[config.mk]
export PLATFORM = sky130hd
export DESIGN_NAME = huffman_canon_decoder
export DESIGN_NICKNAME = d
export VERILOG_FILES = /design/src/rtl/huff_pkg.sv /design/src/rtl/huff_table.sv /design/src/rtl/huffman_canon_decoder.sv
export SDC_FILE = /design/constraint.sdc
export NUM_CORES = 1
export LEC_CHECK = 0
export CAP_MARGIN = 20
export CORE_ASPECT_RATIO = 0.5
export CORE_MARGIN = 3
export CORE_UTILIZATION = 53
export DETAILED_ROUTE_END_ITERATION = 7
export GPL_TIMING_DRIVEN = 0
export PLACE_DENSITY = 0.71
export SLEW_MARGIN = 20
export SYNTH_ARGS = -nofsm -noshare
export SYNTH_HDL_FRONTEND = slang
export SYNTH_SLANG_ARGS = --single-unit
[constraint.sdc]
create_clock -name clk -period 3.03 [get_ports clk]
set_input_delay 0.606 -clock clk [delete_from_list [all_inputs] [get_ports clk]]
set_output_delay 0.606 -clock clk [all_outputs]
set_load 0.01 [all_outputs]
[src/rtl/huff_pkg.sv]
// Shared encodings, FSM states and width helpers for the canonical Huffman decoder.
package huff_pkg;

  typedef enum logic {
    CFG_COUNT  = 1'b0,
    CFG_SYMBOL = 1'b1
  } cfg_sel_e;

  typedef enum logic {
    ST_IDLE = 1'b0,
    ST_ACC  = 1'b1
  } state_e;

  function automatic int unsigned clog2(input int unsigned n);
    int unsigned r;
    int unsigned v;
    r = 0;
    v = (n > 0) ? n - 1 : 0;
    while (v > 0) begin
      r++;
      v = v >> 1;
    end
    return r;
  endfunction

  function automatic int unsigned max2(input int unsigned a, input int unsigned b);
    return (a > b) ? a : b;
  endfunction

  // Count entries must hold 0..NSYM inclusive.
  function automatic int unsigned cfg_cw(input int unsigned nsym);
    return clog2(nsym + 1);
  endfunction

  function automatic int unsigned cfg_aw(input int unsigned max_len, input int unsigned nsym);
    return clog2(max2(max_len, nsym));
  endfunction

  function automatic int unsigned cfg_dw(input int unsigned sym_w, input int unsigned nsym);
    return max2(sym_w, cfg_cw(nsym));
  endfunction

endpackage

[src/rtl/huff_table.sv]
// Run-time code tables: per-length codeword counts and the canonical symbol table.
module huff_table
  import huff_pkg::*;
#(
  parameter int unsigned SYM_W   = 3,
  parameter int unsigned MAX_LEN = 4,
  parameter int unsigned NSYM    = 8
) (
  input  logic                                   clk,
  input  logic                                   rst_n,
  input  logic                                   we_i,
  input  logic                                   sel_i,
  input  logic [cfg_aw(MAX_LEN, NSYM)-1:0]       waddr_i,
  input  logic [cfg_dw(SYM_W, NSYM)-1:0]         wdata_i,
  input  logic [clog2(MAX_LEN + 1)-1:0]          cnt_addr_i,
  output logic [cfg_cw(NSYM)-1:0]                cnt_c,
  input  logic [cfg_aw(MAX_LEN, NSYM)-1:0]       sym_addr_i,
  output logic [SYM_W-1:0]                       sym_c
);

  localparam int unsigned CW = cfg_cw(NSYM);

  logic [CW-1:0]    count_q  [MAX_LEN];
  logic [SYM_W-1:0] symtab_q [NSYM];

  always_ff @(posedge clk or negedge rst_n) begin
    if (!rst_n) begin
      for (int unsigned i = 0; i < MAX_LEN; i++) count_q[i] <= '0;
      for (int unsigned i = 0; i < NSYM; i++) symtab_q[i] <= '0;
    end else if (we_i) begin
      for (int unsigned i = 0; i < MAX_LEN; i++)
        if (sel_i == CFG_COUNT && 32'(waddr_i) == i) count_q[i] <= wdata_i[CW-1:0];
      for (int unsigned i = 0; i < NSYM; i++)
        if (sel_i == CFG_SYMBOL && 32'(waddr_i) == i) symtab_q[i] <= wdata_i[SYM_W-1:0];
    end
  end

  // Mux-style reads keep out-of-range addresses harmless (they read 0).
  always_comb begin
    cnt_c = '0;
    for (int unsigned i = 0; i < MAX_LEN; i++)
      if (32'(cnt_addr_i) == i) cnt_c = count_q[i];
  end

  always_comb begin
    sym_c = '0;
    for (int unsigned i = 0; i < NSYM; i++)
      if (32'(sym_addr_i) == i) sym_c = symtab_q[i];
  end

endmodule

[src/rtl/huffman_canon_decoder.sv]
// Serial canonical Huffman decoder, one bit per accepted cycle, table-programmable.
// Define HUFF_DEC_ERR_EN to enable the invalid-codeword err pulse.
module huffman_canon_decoder
  import huff_pkg::*;
#(
  parameter int unsigned SYM_W   = 3,
  parameter int unsigned MAX_LEN = 4,
  parameter int unsigned NSYM    = 8
) (
  input  logic                             clk,
  input  logic                             reset,
  input  logic                             bit_in,
  input  logic                             bit_valid,
  output logic                             bit_ready,
  output logic [SYM_W-1:0]                 sym,
  output logic                             sym_valid,
  input  logic                             sym_ready,
  output logic                             err,
  input  logic                             cfg_we,
  input  logic                             cfg_sel,
  input  logic [cfg_aw(MAX_LEN, NSYM)-1:0] cfg_addr,
  input  logic [cfg_dw(SYM_W, NSYM)-1:0]   cfg_data
);

  localparam int unsigned AW   = cfg_aw(MAX_LEN, NSYM);
  localparam int unsigned CW   = cfg_cw(NSYM);
  localparam int unsigned LW   = MAX_LEN + 1;
  localparam int unsigned LENW = clog2(MAX_LEN + 1);
  localparam int unsigned XW   = max2(LW, CW);
  localparam int unsigned SW   = LW + 1;

  state_e            state_q, state_d;
  logic [LW-1:0]     code_q, code_d;
  logic [LW-1:0]     first_q, first_d;
  logic [LW-1:0]     index_q, index_d;
  logic [LENW-1:0]   len_q, len_d;
  logic [SYM_W-1:0]  sym_q, sym_d;
  logic              sym_valid_q, sym_valid_d;

  logic              bit_acc;
  logic [LW-1:0]     c, diff, cnt_lw, first_sum;
  logic [SW-1:0]     sum;
  logic [AW-1:0]     sym_idx;
  logic [CW-1:0]     cnt_rd;
  logic [SYM_W-1:0]  sym_rd;
  logic              hit, last;

  huff_table #(
    .SYM_W  (SYM_W),
    .MAX_LEN(MAX_LEN),
    .NSYM   (NSYM)
  ) u_table (
    .clk       (clk),
    .rst_n     (reset),
    .we_i      (cfg_we),
    .sel_i     (cfg_sel),
    .waddr_i   (cfg_addr),
    .wdata_i   (cfg_data),
    .cnt_addr_i(len_q),
    .cnt_c     (cnt_rd),
    .sym_addr_i(sym_idx),
    .sym_c     (sym_rd)
  );

  assign bit_ready = !(sym_valid_q && !sym_ready);
  assign bit_acc   = bit_valid && bit_ready;

  // Canonical step: compare offset within this length against count[len+1].
  assign c         = (len_q != '0) ? LW'({code_q, bit_in}) : LW'(bit_in);
  assign diff      = c - first_q;
  assign hit       = XW'(diff) < XW'(cnt_rd);
  assign last      = (len_q == LENW'(MAX_LEN - 1));
  assign cnt_lw    = LW'(cnt_rd);
  assign first_sum = first_q + cnt_lw;
  assign sum       = SW'(index_q) + SW'(diff);
  assign sym_idx   = AW'(32'(sum) % NSYM);

`ifdef HUFF_DEC_ERR_EN
  logic err_q, err_d;
`endif

  always_comb begin
    state_d     = state_q;
    code_d      = code_q;
    first_d     = first_q;
    index_d     = index_q;
    len_d       = len_q;
    sym_d       = sym_q;
    sym_valid_d = sym_valid_q && !sym_ready;
`ifdef HUFF_DEC_ERR_EN
    err_d       = 1'b0;
`endif
    if (cfg_we && (state_q == ST_ACC || bit_acc)) begin
      // Table change invalidates any partial codeword; the bit is dropped.
      state_d = ST_IDLE;
      code_d  = '0;
      first_d = '0;
      index_d = '0;
      len_d   = '0;
    end else if (bit_acc) begin
      if (hit || last) begin
        state_d = ST_IDLE;
        code_d  = '0;
        first_d = '0;
        index_d = '0;
        len_d   = '0;
        if (hit) begin
          sym_d       = sym_rd;
          sym_valid_d = 1'b1;
        end
`ifdef HUFF_DEC_ERR_EN
        else begin
          err_d = 1'b1;
        end
`endif
      end else begin
        state_d = ST_ACC;
        code_d  = c;
        first_d = LW'({first_sum, 1'b0});
        index_d = index_q + cnt_lw;
        len_d   = len_q + LENW'(1);
      end
    end
  end

  always_ff @(posedge clk or negedge reset) begin
    if (!reset) begin
      state_q     <= ST_IDLE;
      code_q      <= '0;
      first_q     <= '0;
      index_q     <= '0;
      len_q       <= '0;
      sym_q       <= '0;
      sym_valid_q <= 1'b0;
    end else begin
      state_q     <= state_d;
      code_q      <= code_d;
      first_q     <= first_d;
      index_q     <= index_d;
      len_q       <= len_d;
      sym_q       <= sym_d;
      sym_valid_q <= sym_valid_d;
    end
  end

`ifdef HUFF_DEC_ERR_EN
  always_ff @(posedge clk or negedge reset) begin
    if (!reset) err_q <= 1'b0;
    else        err_q <= err_d;
  end
  assign err = err_q;
`else
  assign err = 1'b0;
`endif

  assign sym       = sym_q;
  assign sym_valid = sym_valid_q;

endmodule

==> flow_summary.json, run 1 <==
{
  "status": "complete, no violations",
  "finalHoldViolations": 0,
  "r2r_cells": 15,
  "cp-start-kind": "flip-flop",
  "route.detailed.drc": 0,
  "drv_cap": 0,
  "area_growth_pct": 25.7,
  "place_ws_ps": -366,
  "overflow": 0,
  "syn_nets": 278,
  "rows": 19,
  "power.share.clock_pct": 28.0,
  "die-area_sq_um": 6930,
  "synth_area_sq_um": 3140,
  "synth.lib_cells_used.distinct": 42,
  "htree_levels": 3,
  "max_slew_margin_pct": 53.3,
  "synth-seq-area-share_pct": 47.1,
  "ys_warn_count": 0,
  "gp_congestion": 0.811,
  "swShare_pct": 32.9,
  "io_pins": 20,
  "endpoint_kind": "flip-flop",
  "leakage_nw": 1.77,
  "synth.avg_cell_area_sq_um": 12.7,
  "crit_arrival_ps": 3210,
  "tns_ps": 0,
  "initial_core_util_pct": 56.1,
  "fin_skew_ps": 3.91,
  "power_frac_seq_pct": 26.6,
  "ant_nets": 0,
  "clk_pin_slew_ps": 50,
  "finalInstanceArea_sq_um": 3940,
  "grt_pass1_wl_microns": 10700,
  "antenna_found_initial": 0,
  "grt_pass1_vias": 2120,
  "clock_sinks": 59,
  "diodes": 0,
  "die_y_microns": 60.4,
  "whs_ps": 257,
  "grt_max_degree": 60,
  "p_int_mw": 2.85,
  "ir_drop_mv": 0.861,
  "worstMarginPinSlew_ps": 695,
  "fin_crit_ps": 2940,
  "combPwrFrac_pct": 45.4,
  "switching_power_mw": 1.40,
  "wl_per_cell_microns": 18.0,
  "cts-root-buf": "clkbuf_16",
  "hold_class": "input pin to async pin",
  "finalSetupViolCount": 0,
  "synth_flop_cell": "dfrtp_1",
  "drt_iter0_drc": 127,
  "fmax_mhz": 340,
  "nNetsFinal": 318,
  "worstSkewPairLatency_ps": 330,
  "cts_made_buffers": 9,
  "io_buffers": 15,
  "power_density_nw_per_um2": 1080,
  "required_ps": 3290,
  "die_w_microns": 115,
  "slew_violations": 0,
  "wl_microns": 6570,
  "vias_per_cell": 5.68,
  "postSynthCellCount": 247,
  "postCtsHoldBufs": 0,
  "ys_ff_latch": 59,
  "clk_path_buf_depth": 2,
  "dpl_cell_area_sq_um": 3400,
  "vias": 2067,
  "async_flop_share_pct": 100,
  "fin_ws_ps": 86.4,
  "worstSetupPathType": "flip-flop to flip-flop",
  "synth-edff-count": 0,
  "track_usage_pct": 21.0,
  "layout-drive-gt1-share_pct": 35.4,
  "core-area_sq_um": 5590,
  "period_share_pct": 97.1,
  "cts_tree": "built",
  "drt-pass1-iter-count": 4,
  "path_max_fanout": 5,
  "hpwl_microns": 4500
}
==> per-layer routing <==
| metal | part of all wire (%) | up-vias | GRT usage, % |
|---|---|---|---|
| met1 | 46 | 1034 | 27.8 |
| met3 | 5.7 | 11 | 7.77 |
| li1 | - | 970 | - |
| met4 | 1.7 | 0 | 7.53 |
| met2 | 46 | 52 | 32.6 |
| met5 | 0 | - | 0 |
==> critical path, stage by stage, from the launching register on <==
cell and delay, ps:
dfrtp_1 410, inv_2 90, ha_4 150, nand2b_4 70
nand2_2 70, ha_1 130, inv_1 60, fa_2 330
xor2_1 170, ha_1 310, a21oi_2 60, and3_1 140
mux2_4 320, a21oi_4 250, buf_6 160, a22o_1 140
==> power by group through the flow <==
| stage | combinational [mW] | clock, mW | sequential [mW] |
|---|---|---|---|
| 3_5_place_dp | 1.57 | 0 | 1.13 |
| 6_report | 1.93 | 1.19 | 1.13 |
| 2_1_floorplan | 1.19 | 0 | 1.10 |
| 3_3_place_gp | 1.51 | 0 | 1.12 |
| 4_1_cts | 1.71 | 1.20 | 1.12 |
| 5_1_grt | 2.12 | 1.24 | 1.15 |
==> final cells by class <==
type	instances	area [sq um]
Buffer	11	53.8
Clock buffer	11	253
Clock inverter	4	97.6
Fill cell	383	1640
Inverter	14	52.6
Multi-Input combinational cell	163	1640
Sequential cell	59	1480
Tap cell	73	91.3
Timing Repair Buffer	29	280
==> per-stage QoR <==
stage / power [mW] / utilization, % / cells
6_report: 4.24 / 70.6 / 364
5_1_grt: 4.51 / 70.6 / 364
3_5_place_dp: 2.70 / 60.9 / 336
2_1_floorplan: 2.29 / - / 247
4_1_cts: 4.03 / 68.2 / 354
3_3_place_gp: 2.63 / 60.4 / 335
==> cell families (layout without fill, tap and decap cells) <==
kind of cell / after synthesis / in the layout / synth area share [%]
AOI/OAI and AO/OA: 35 / 35 / 9.98
xor gates and xnor gates: 8 / 8 / 2.23
adders and majority gates: 17 / 17 / 7.50
buffers and inverters: 25 / 69 / 3.39
DFF: 59 / 59 / 47.1
muxes: 54 / 54 / 21.5
other: 1 / 1 / 0.120
and+or+nand+nor: 48 / 48 / 8.14
==> state kept, by name (all words and copies together) (netlist names) <==
register / cells
len_q: 3
first_q: 4
code_q: 4
u_table.count_q: 16
sym: 3
state_q: 1
index_q: 3
u_table.symtab_q: 24
sym_valid: 1
==> layout by cell type, fill, tap and decap left out, types with 6 or more instances in the layout <==
cell type,n
dfrtp_1,58
mux2_2,44
clkbuf_1,8
nor2_1,7
clkdlybuf4s50_1,14
clkbuf_16,9
mux4_2,6
a22o_1,9
inv_1,12
ha_1,12
a21oi_1,6
buf_4,13
nand2_1,11
==> synth_stat cells, types with 3 or more instances <==
library cell / n / area, sq um
a22o_1: 9 / 78.8
nand2_1: 12 / 45.0
a32o_1: 3 / 30.0
nor2_1: 8 / 30.0
xor2_1: 4 / 35.0
fa_1: 3 / 60.1
and3b_1: 3 / 26.3
mux4_2: 6 / 135
mux2_1: 3 / 33.8
and2_1: 3 / 18.8
nor3_1: 4 / 20.0
dfrtp_1: 59 / 1480
nand3_1: 4 / 20.0
ha_1: 14 / 175
inv_1: 14 / 52.6
clkbuf_1: 8 / 30.0
nand2b_1: 6 / 37.5
xnor2_1: 4 / 35.0
mux2_2: 45 / 507
a22oi_1: 3 / 22.5
a21oi_1: 7 / 35.0
==> timing repair <==
item | CTS | global route
setup endpoints to repair | 19 | 18
gates cloned | 0 | 1
setup buffers | 3 | 9
pin swaps | 1 | 6
gates resized for setup | 10 | 13
==> path summary, 6_finish.rpt <==
check                                      to  slack, ps          startpoint
hold / removal                      code_q[3]        260               reset
setup reg to reg                   index_q[1]         90            len_q[1]
max in group asynchronous  u_table.count_q[3]       2520               reset
min in group clk           u_table.count_q[6]        500  u_table.count_q[6]
hold reg to reg            u_table.count_q[6]        500  u_table.count_q[6]
setup / recovery                   index_q[1]         90            len_q[1]
No activity file was read; power rests on OpenSTA's default activity.
==> run 2: changes to the inputs <==
--- a/config.mk
+++ b/config.mk
@@ -6,7 +6,7 @@
 export NUM_CORES = 1
 export LEC_CHECK = 0
 export CAP_MARGIN = 20
-export CORE_ASPECT_RATIO = 0.5
+export CORE_ASPECT_RATIO = 1.2
 export CORE_MARGIN = 3
 export CORE_UTILIZATION = 53
 export DETAILED_ROUTE_END_ITERATION = 7
==> run 2 against run 1 <==
Effect of this change:
- hold slack worse by 57 ps
- final area shrank 4.9%
- clock skew is 3.2 ps higher
- die area fell by 0.76%
- critical path type unchanged
==> flow_summary.json, run 2 (synthesis results as in run 1) <==
{
  "status": "complete, no violations",
  "cts-root-buf": "clkbuf_8",
  "max_slew_margin_pct": 54.6,
  "clock_sinks": 59,
  "leakage_nw": 1.68,
  "initial_core_util_pct": 55.0,
  "gp_congestion": 0.820,
  "rows": 30,
  "drt-pass1-iter-count": 4,
  "fin_skew_ps": 7.14,
  "largest_register": "u_table.symtab_q",
  "core-area_sq_um": 5710,
  "worstSetupPathType": "flip-flop to flip-flop",
  "antenna_found_initial": 0,
  "tns_ps": 0,
  "slew_violations": 0,
  "crit_arrival_ps": 3250,
  "cts_made_buffers": 9,
  "wl_met1_microns": 2990,
  "io_pins": 20,
  "die_w_microns": 76.2,
  "path_max_fanout": 6,
  "die-area_sq_um": 6880,
  "largest_reg_flops": 24,
  "largestRegisters": "u_table.symtab_q (24), u_table.count_q (16)",
  "drv_cap": 0,
  "diodes": 0,
  "io_buffers": 15,
  "final_common_cell": "dfrtp_1",
  "finalInstanceArea_sq_um": 3750,
  "highest_layer": "met4",
  "htree_levels": 3,
  "finalSetupViolCount": 0,
  "grt_pass1_vias": 2076,
  "vias_per_cell": 5.51,
  "period_share_pct": 98.8,
  "reg2reg_from": "len_q[1]",
  "layout_common_cells": "dfrtp_1, mux2_2, clkdlybuf4s50_1, clkbuf_8",
  "overflow": 0,
  "worstMarginPinSlew_ps": 674,
  "fin_crit_ps": 2990,
  "ant_nets": 0,
  "r2r_setup_slack_ps": 40,
  "fill_cells": 446,
  "track_usage_pct": 19.1,
  "hpwl_microns": 4350,
  "ir_drop_mv": 0.462,
  "grt_pass1_wl_microns": 10300,
  "finalHoldViolations": 0,
  "vias": 2022,
  "grt_max_degree": 32,
  "drt_iter0_drc": 63,
  "postCtsHoldBufs": 0,
  "clk_path_buf_depth": 2,
  "r2r_cells": 15,
  "hold_class": "input pin to async pin",
  "worstSkewPairLatency_ps": 330,
  "required_ps": 3290,
  "whs_ps": 200,
  "met2_length_microns": 3070,
  "fmax_mhz": 334,
  "area_growth_pct": 19.6,
  "wl_per_cell_microns": 17.2,
  "nNetsFinal": 314,
  "dpl_cell_area_sq_um": 3400,
  "cts_tree": "built",
  "layout-drive-gt1-share_pct": 33.8,
  "final_core_util_pct": 65.7,
  "wl_microns": 6300,
  "die_y_microns": 90.3,
  "cp-start-kind": "flip-flop",
  "endpoint_kind": "flip-flop",
  "rsz0062_at_grt": "yes",
  "route.detailed.drc": 0,
  "wl_met3_microns": 156,
  "r2r_end": "len_q[2]",
  "power_density_nw_per_um2": 967,
  "clk_pin_slew_ps": 60
}
run 2: cell types whose count changed in the layout (fill, tap and decap cells not counted), sizes merged:
cell and change:
buf -4, bufinv -3, clkbuf +3
run 2: how the worst max path moves through the flow:
| stage | startpoint | endpoint | slack (ps) | depth (start not counted) |
|---|---|---|---|---|
| final | len_q[1] | len_q[2] | 40 | 15 |
| after global routing | len_q[1] | len_q[2] | -80 | 15 |
| after floorplan | len_q[0] | sym[0] | 80 | 14 |
| after detailed placement | len_q[0] | index_q[1] | -290 | 15 |
| after global placement | reset | u_table.symtab_q[17] | -510 | 1 |
| after CTS | len_q[0] | len_q[2] | -5 | 15 |
run 2: routing by layer:
layer  vias to the layer above  track usage (%)
met3                        12             4.79
met1                      1013             26.1
li1                        968                -
met4                         0             6.80
met5                         -                0
met2                        29             29.5
run 2: cell type report:
| cell class | instances | area, sq um | area share [%] |
|---|---|---|---|
| multi-input combinational | 163 | 1640 | 43.6 |
| sequential | 59 | 1480 | 39.4 |
| timing repair buffer | 25 | 251 | 6.70 |
| clock buffer | 14 | 173 | 4.60 |
| tap | 80 | 100 | 2.67 |
| buffer | 11 | 53.8 | 1.43 |
| inverter | 14 | 52.6 | 1.40 |
| clock inverter | 1 | 7.51 | 0.200 |
run 2: power by group:
| part | switching (mW) | total, mW | internal, mW |
|---|---|---|---|
| clock network | 0.292 | 0.652 | 0.360 |
| registers | 0.131 | 1.12 | 0.991 |
| logic | 0.886 | 1.86 | 0.969 |
run 2: per-stage QoR:
stage	total power, mW	std cells	setup WS [ps]
floorplan	2.29	247	76.1
global placement	2.62	342	-506
detailed placement	2.66	343	-294
CTS	3.46	361	-4.64
global route	3.88	367	-84.0
finish	3.63	367	36.5
run 2: critical path, cell delays in order, from the launching register on:
cell and delay, ps:
dfrtp_1 420, inv_2 100, ha_4 150, nand2b_4 80
nand2_4 70, ha_4 120, inv_2 40, fa_2 360
xor2_1 170, ha_1 310, a21oi_2 60, and3_1 150
mux2_4 320, a21oi_4 260, buf_6 160, a22o_1 140
run 2: what timing repair did:
item                                    in CTS  in global routing
endpoints found under the setup margin      19                 18
gates resized for setup                      9                 15
buffers inserted                             3                  5
gates cloned                                 0                  1
pin swaps                                    1                 14
==> edit 1 (config.mk and constraints of run 1) <==
`SYM_W` is set to 3 in 2 places; all go to 6.
--- a/src/rtl/huff_table.sv
+++ b/src/rtl/huff_table.sv
@@ -3,5 +3,5 @@
   import huff_pkg::*;
 #(
-  parameter int unsigned SYM_W   = 3,
+  parameter int unsigned SYM_W   = 6,
   parameter int unsigned MAX_LEN = 4,
   parameter int unsigned NSYM    = 8
--- a/src/rtl/huffman_canon_decoder.sv
+++ b/src/rtl/huffman_canon_decoder.sv
@@ -4,5 +4,5 @@
   import huff_pkg::*;
 #(
-  parameter int unsigned SYM_W   = 3,
+  parameter int unsigned SYM_W   = 6,
   parameter int unsigned MAX_LEN = 4,
   parameter int unsigned NSYM    = 8
Ports: changed (resized cfg_data and sym); port bits go from 20 to 25. The function was not compared with the original's and may differ.
==> edit 1 against run 1 <==
The flow now finishes with violations (negative setup slack); area after synthesis is 38% higher; non-clock buffer count is 10 higher; power is 26% higher; setup slack worse by 0.11 ns; die area is 34% higher; sequential cell count is 27 higher; fmax is 3.5% lower; final area is 34% higher; worst hold slack better by 0.049 ns; wire length is 40% higher; final cell count is 32% higher; global-route usage is 0.28 points higher; via count is 34% higher.
==> edit 1: results (changes against run 1) <==
| Metric | Value |
|---|---|
| R2r startpoint | len_q[0] |
| Synth top area cells | dfrtp_1 50%, mux2_2 19%, mux4_2 5.2%, ha_1 4.1%, a22o_1 1.8% |
| Setup ws final | -0.0219 ns (-0.108 ns) |
| Nets@finish | 402 (+26%) |
| Final GP Congestion | 0.807 (-0.49%) |
| Clock-cell share | 0.0588 (-0.0301) |
| Status | complete, but fails checks |
| LEAKAGE | 2.34 nW (+32%) |
| Non-filler cells, final | 482 (+32%) |
| Worst Setup EP | index_q[2] |
| Synth Area in Compound Gates | 0.0740 (-0.0258) |
| WL final | 9170 microns (+40%) |
| # setup viols final | 7 (+7) |
| Vias in the first global route | 2,918 (+38%) |
| Part of the Yosys area used for sequential elements | 0.499 (+0.0283) |
| Largest net degree at the start of global routing | 54 (-10%) |
| Synth cell count leaders | 86 x dfrtp_1, 74 x mux2_2, 15 x nand2_1 |
| Signal buffers | 50 (+25%) |
| Post-synthesis xor/xnor area fraction | 0.0163 (-0.00610) |
| Post-CTS Resized | 20 (+10) |
| Layout Skew | 0.00421 ns (+0.000295 ns) |
| PortBufs | 23 (+8) |
| Die area | 9320 sq um (+34%) |
| Detailed Route Iter0 Violations | 133 (+4.7%) |
| Failing checks | negative setup slack |
| Max reg flops | 48 (+100%) |
| CP max-delay cell | dfrtp_2 |
| Synth Instances | 322 (+30%) |
| Filler instances | 532 (+39%) |
| Final Util | 0.695 (-0.0107) |
| DP Area | 4700 sq um (+38%) |
| Post-synthesis mux area share | 0.266 (+0.0503) |
| VDD IR max | 0.532 mV (-38%) |
| Sequential cell area share | 0.408 (+0.0330) |
| Net Switching | 1.83 mW (+31%) |
| Multi-input logic portion of the cell area | 0.416 (+0.00101) |
| Relative slew slack | 0.445 (-0.0877) |
| Clock buffer count | 12 (+1) |
| Data arrival time of the worst path | 3.33 ns (+0.12 ns) |
## edit 1: changes by cell type in the layout (fill, tap and decap cells not counted), sizes merged, moves of 3 or more
cell,before,now
mux2,48,80
dfrtp,59,86
clkdlybuf4s50,14,22
mux4,6,10
nand2,12,15
nor2,8,11
o21ai,2,5
## edit 1: routing by layer
layer / track usage / up-vias / share of wire
li1: - / 1269 / -
met5: 0 / - / 0
met1: 0.280 / 1438 / 0.44
met3: 0.0688 / 14 / 0.044
met4: 0.0582 / 0 / 0.015
met2: 0.343 / 48 / 0.50
## edit 1: power groups by stage
| stage | Clock [mW] | Combinational, mW | Sequential [mW] |
|---|---|---|---|
| after CTS | 1.16 | 2.28 | 1.62 |
| after global routing | 1.22 | 2.81 | 1.66 |
| after global placement | 0 | 1.93 | 1.61 |
| final | 1.14 | 2.59 | 1.63 |
| after detailed placement | 0 | 1.99 | 1.64 |
| after floorplan | 0 | 1.48 | 1.60 |
==> edit 2 (settings of run 1) <==
Made on the original files. Add an input register stage for `cfg_data`, without a reset; this delays it by one clock. The other inputs are not delayed to match.
--- a/src/rtl/huffman_canon_decoder.sv
+++ b/src/rtl/huffman_canon_decoder.sv
@@ -30,4 +30,10 @@
   localparam int unsigned SW   = LW + 1;
 
+  logic [cfg_dw(SYM_W, NSYM)-1:0] cfg_data_q;
+
+  always_ff @(posedge clk) begin
+    cfg_data_q <= cfg_data;
+  end
+
   state_e            state_q, state_d;
   logic [LW-1:0]     code_q, code_d;
@@ -56,5 +62,5 @@
     .sel_i     (cfg_sel),
     .waddr_i   (cfg_addr),
-    .wdata_i   (cfg_data),
+    .wdata_i   (cfg_data_q),
     .cnt_addr_i(len_q),
     .cnt_c     (cnt_rd),
Check against the original RTL: not equivalent (a bounded check fails within 4 cycles, from zero or initial values and one cycle with reset low).
==> edit 2 against run 1 <==
Sequential cell count increased by 4; area after synthesis increased by 1.8%; final area increased by 0.51%; setup slack improved by 0.026 ns; utilization decreased by 0.54 points; clock power decreased by 20%; wire length decreased by 0.30%; power decreased by 6.5%.
==> edit 2: results (changes against run 1) <==
| Metric | Value |
|---|---|
| Clock sinks | 63 (+6.8%) |
| Filler instances | 411 (+7.3%) |
| Die area | 7050 sq um (+1.7%) |
| Met1 Usage GRT | 0.279 (+0.000887) |
| Wire length on met3 | 253 microns (-32%) |
| VDD IR max | 0.586 mV (-32%) |
| Largest net degree at the start of global routing | 52 (-13%) |
| NonClk Buf Share | 0.0862 (+0.00147) |
| Multi-input gates | 162 (-0.61%) |
| LEAKAGE | 1.76 nW (-0.54%) |
| Gr usage total | 0.209 (-0.00157) |
| DP Area | 3490 sq um (+2.6%) |
| Detailed Route Iter0 Violations | 102 (-20%) |
| Biggest registers after layout | u_table.symtab_q: 24 flops, u_table.count_q: 16 flops |
| Final GP Congestion | 0.774 (-4.6%) |
| Layout Skew | 0.00851 ns (+0.00459 ns) |
| Clock buffer count | 10 (-1) |
| Syn. warnings | 0 (unchanged) |
| Net Switching | 1.37 mW (-2.0%) |
| Status | finished clean |
| Final Power | 3.97 mW (-6.5%) |
| Synth async-reset ratio | 0.937 (-0.0635) |
| Routed wire length per instance | 17.8 microns (-1.1%) |
| Synthesis-to-finish area growth | 24.1% |
| DP Cell Count | 339 (+0.89%) |
| Share of cells above drive strength 1 | 0.364 (+0.00999) |
| Largest fanout on the critical path | 7 (+2) |
| Multi-input logic portion of the cell area | 0.413 (-0.00178) |
| Seq. pwr | 1.18 mW (+4%) |
| Met2 usage | 0.329 (+0.00281) |
| DP HPWL | 4650 microns (+3.4%) |
| PortBufs | 18 (+3) |
| Synth cell count leaders | 59 x dfrtp_1, 45 x mux2_2, 14 x ha_1, 14 x inv_1, 12 x nand2_1 |
| Routed metal-1 wirelength | 3200 microns (+5.2%) |
| Routed via count | 2,058 (-0.44%) |
| Combinational Power | 1.83 mW (-5%) |
| Data arrival time of the worst path | 3.18 ns (-0.03 ns) |
| First-pass GRT wire length | 10,700 microns (+0.51%) |
| Synth Area per Inst | 12.9 sq um (+1.8%) |
| Part of the Yosys area used for sequential elements | 0.487 (+0.0166) |
| WL final | 6550 microns (-0.30%) |
| Nets@finish | 320 (+0.63%) |
| Met3 GRT Util | 0.0737 (-0.00398) |
| Signal buffers | 39 (-2.5%) |
| Register Area | 1560 sq um (+5.4%) |
| Clock-cell share | 0.0710 (-0.0178) |
## edit 2: logic make-up (layout without fill, tap and decap cells)
| kind of cell | count (synthesis) | after routing | share of synthesized area |
|---|---|---|---|
| multiplexers | 54 | 54 | 0.212 |
| flip-flops | 63 | 63 | 0.487 |
| other | 1 | 1 | 0.00117 |
| AND/OR/NAND/NOR | 47 | 47 | 0.0764 |
| buffers and inverters | 22 | 69 | 0.0298 |
| adder cells (fa/ha/maj) | 17 | 17 | 0.0737 |
| AO/OA/AOI/OAI | 35 | 35 | 0.0980 |
| XOR/XNOR | 8 | 8 | 0.0219 |
## edit 2: timing repair
item | 4_1_cts | 5_1_grt
endpoints found under the setup margin | 19 | 18
cloned | 1 | 0
pin swaps | 2 | 7
setup buffers | 4 | 7
gates resized for setup | 11 | 15
## edit 2: critical path: stages, from the launching register on
cell	delay, ns
dfrtp_2	0.44
inv_2	0.09
ha_4	0.15
nand2b_4	0.07
nand2_2	0.08
ha_4	0.12
inv_2	0.03
fa_2	0.32
xor2_1	0.15
ha_1	0.30
a21oi_2	0.06
and3_1	0.14
mux2_4	0.32
a21oi_4	0.27
buf_6	0.16
a22o_1	0.14
## edit 2: path summary, 6_finish.rpt
check	depth (start not counted)	from	endpoint	slack [ns]
min reg2reg	1	sym[1]	sym[1]	0.49
min in group clk	1	sym[1]	sym[1]	0.49
max in group asynchronous	2	reset	index_q[2]	2.46
max	15	len_q[0]	index_q[1]	0.11
max reg2reg	15	len_q[0]	index_q[1]	0.11
min	1	reset	len_q[1]	0.1
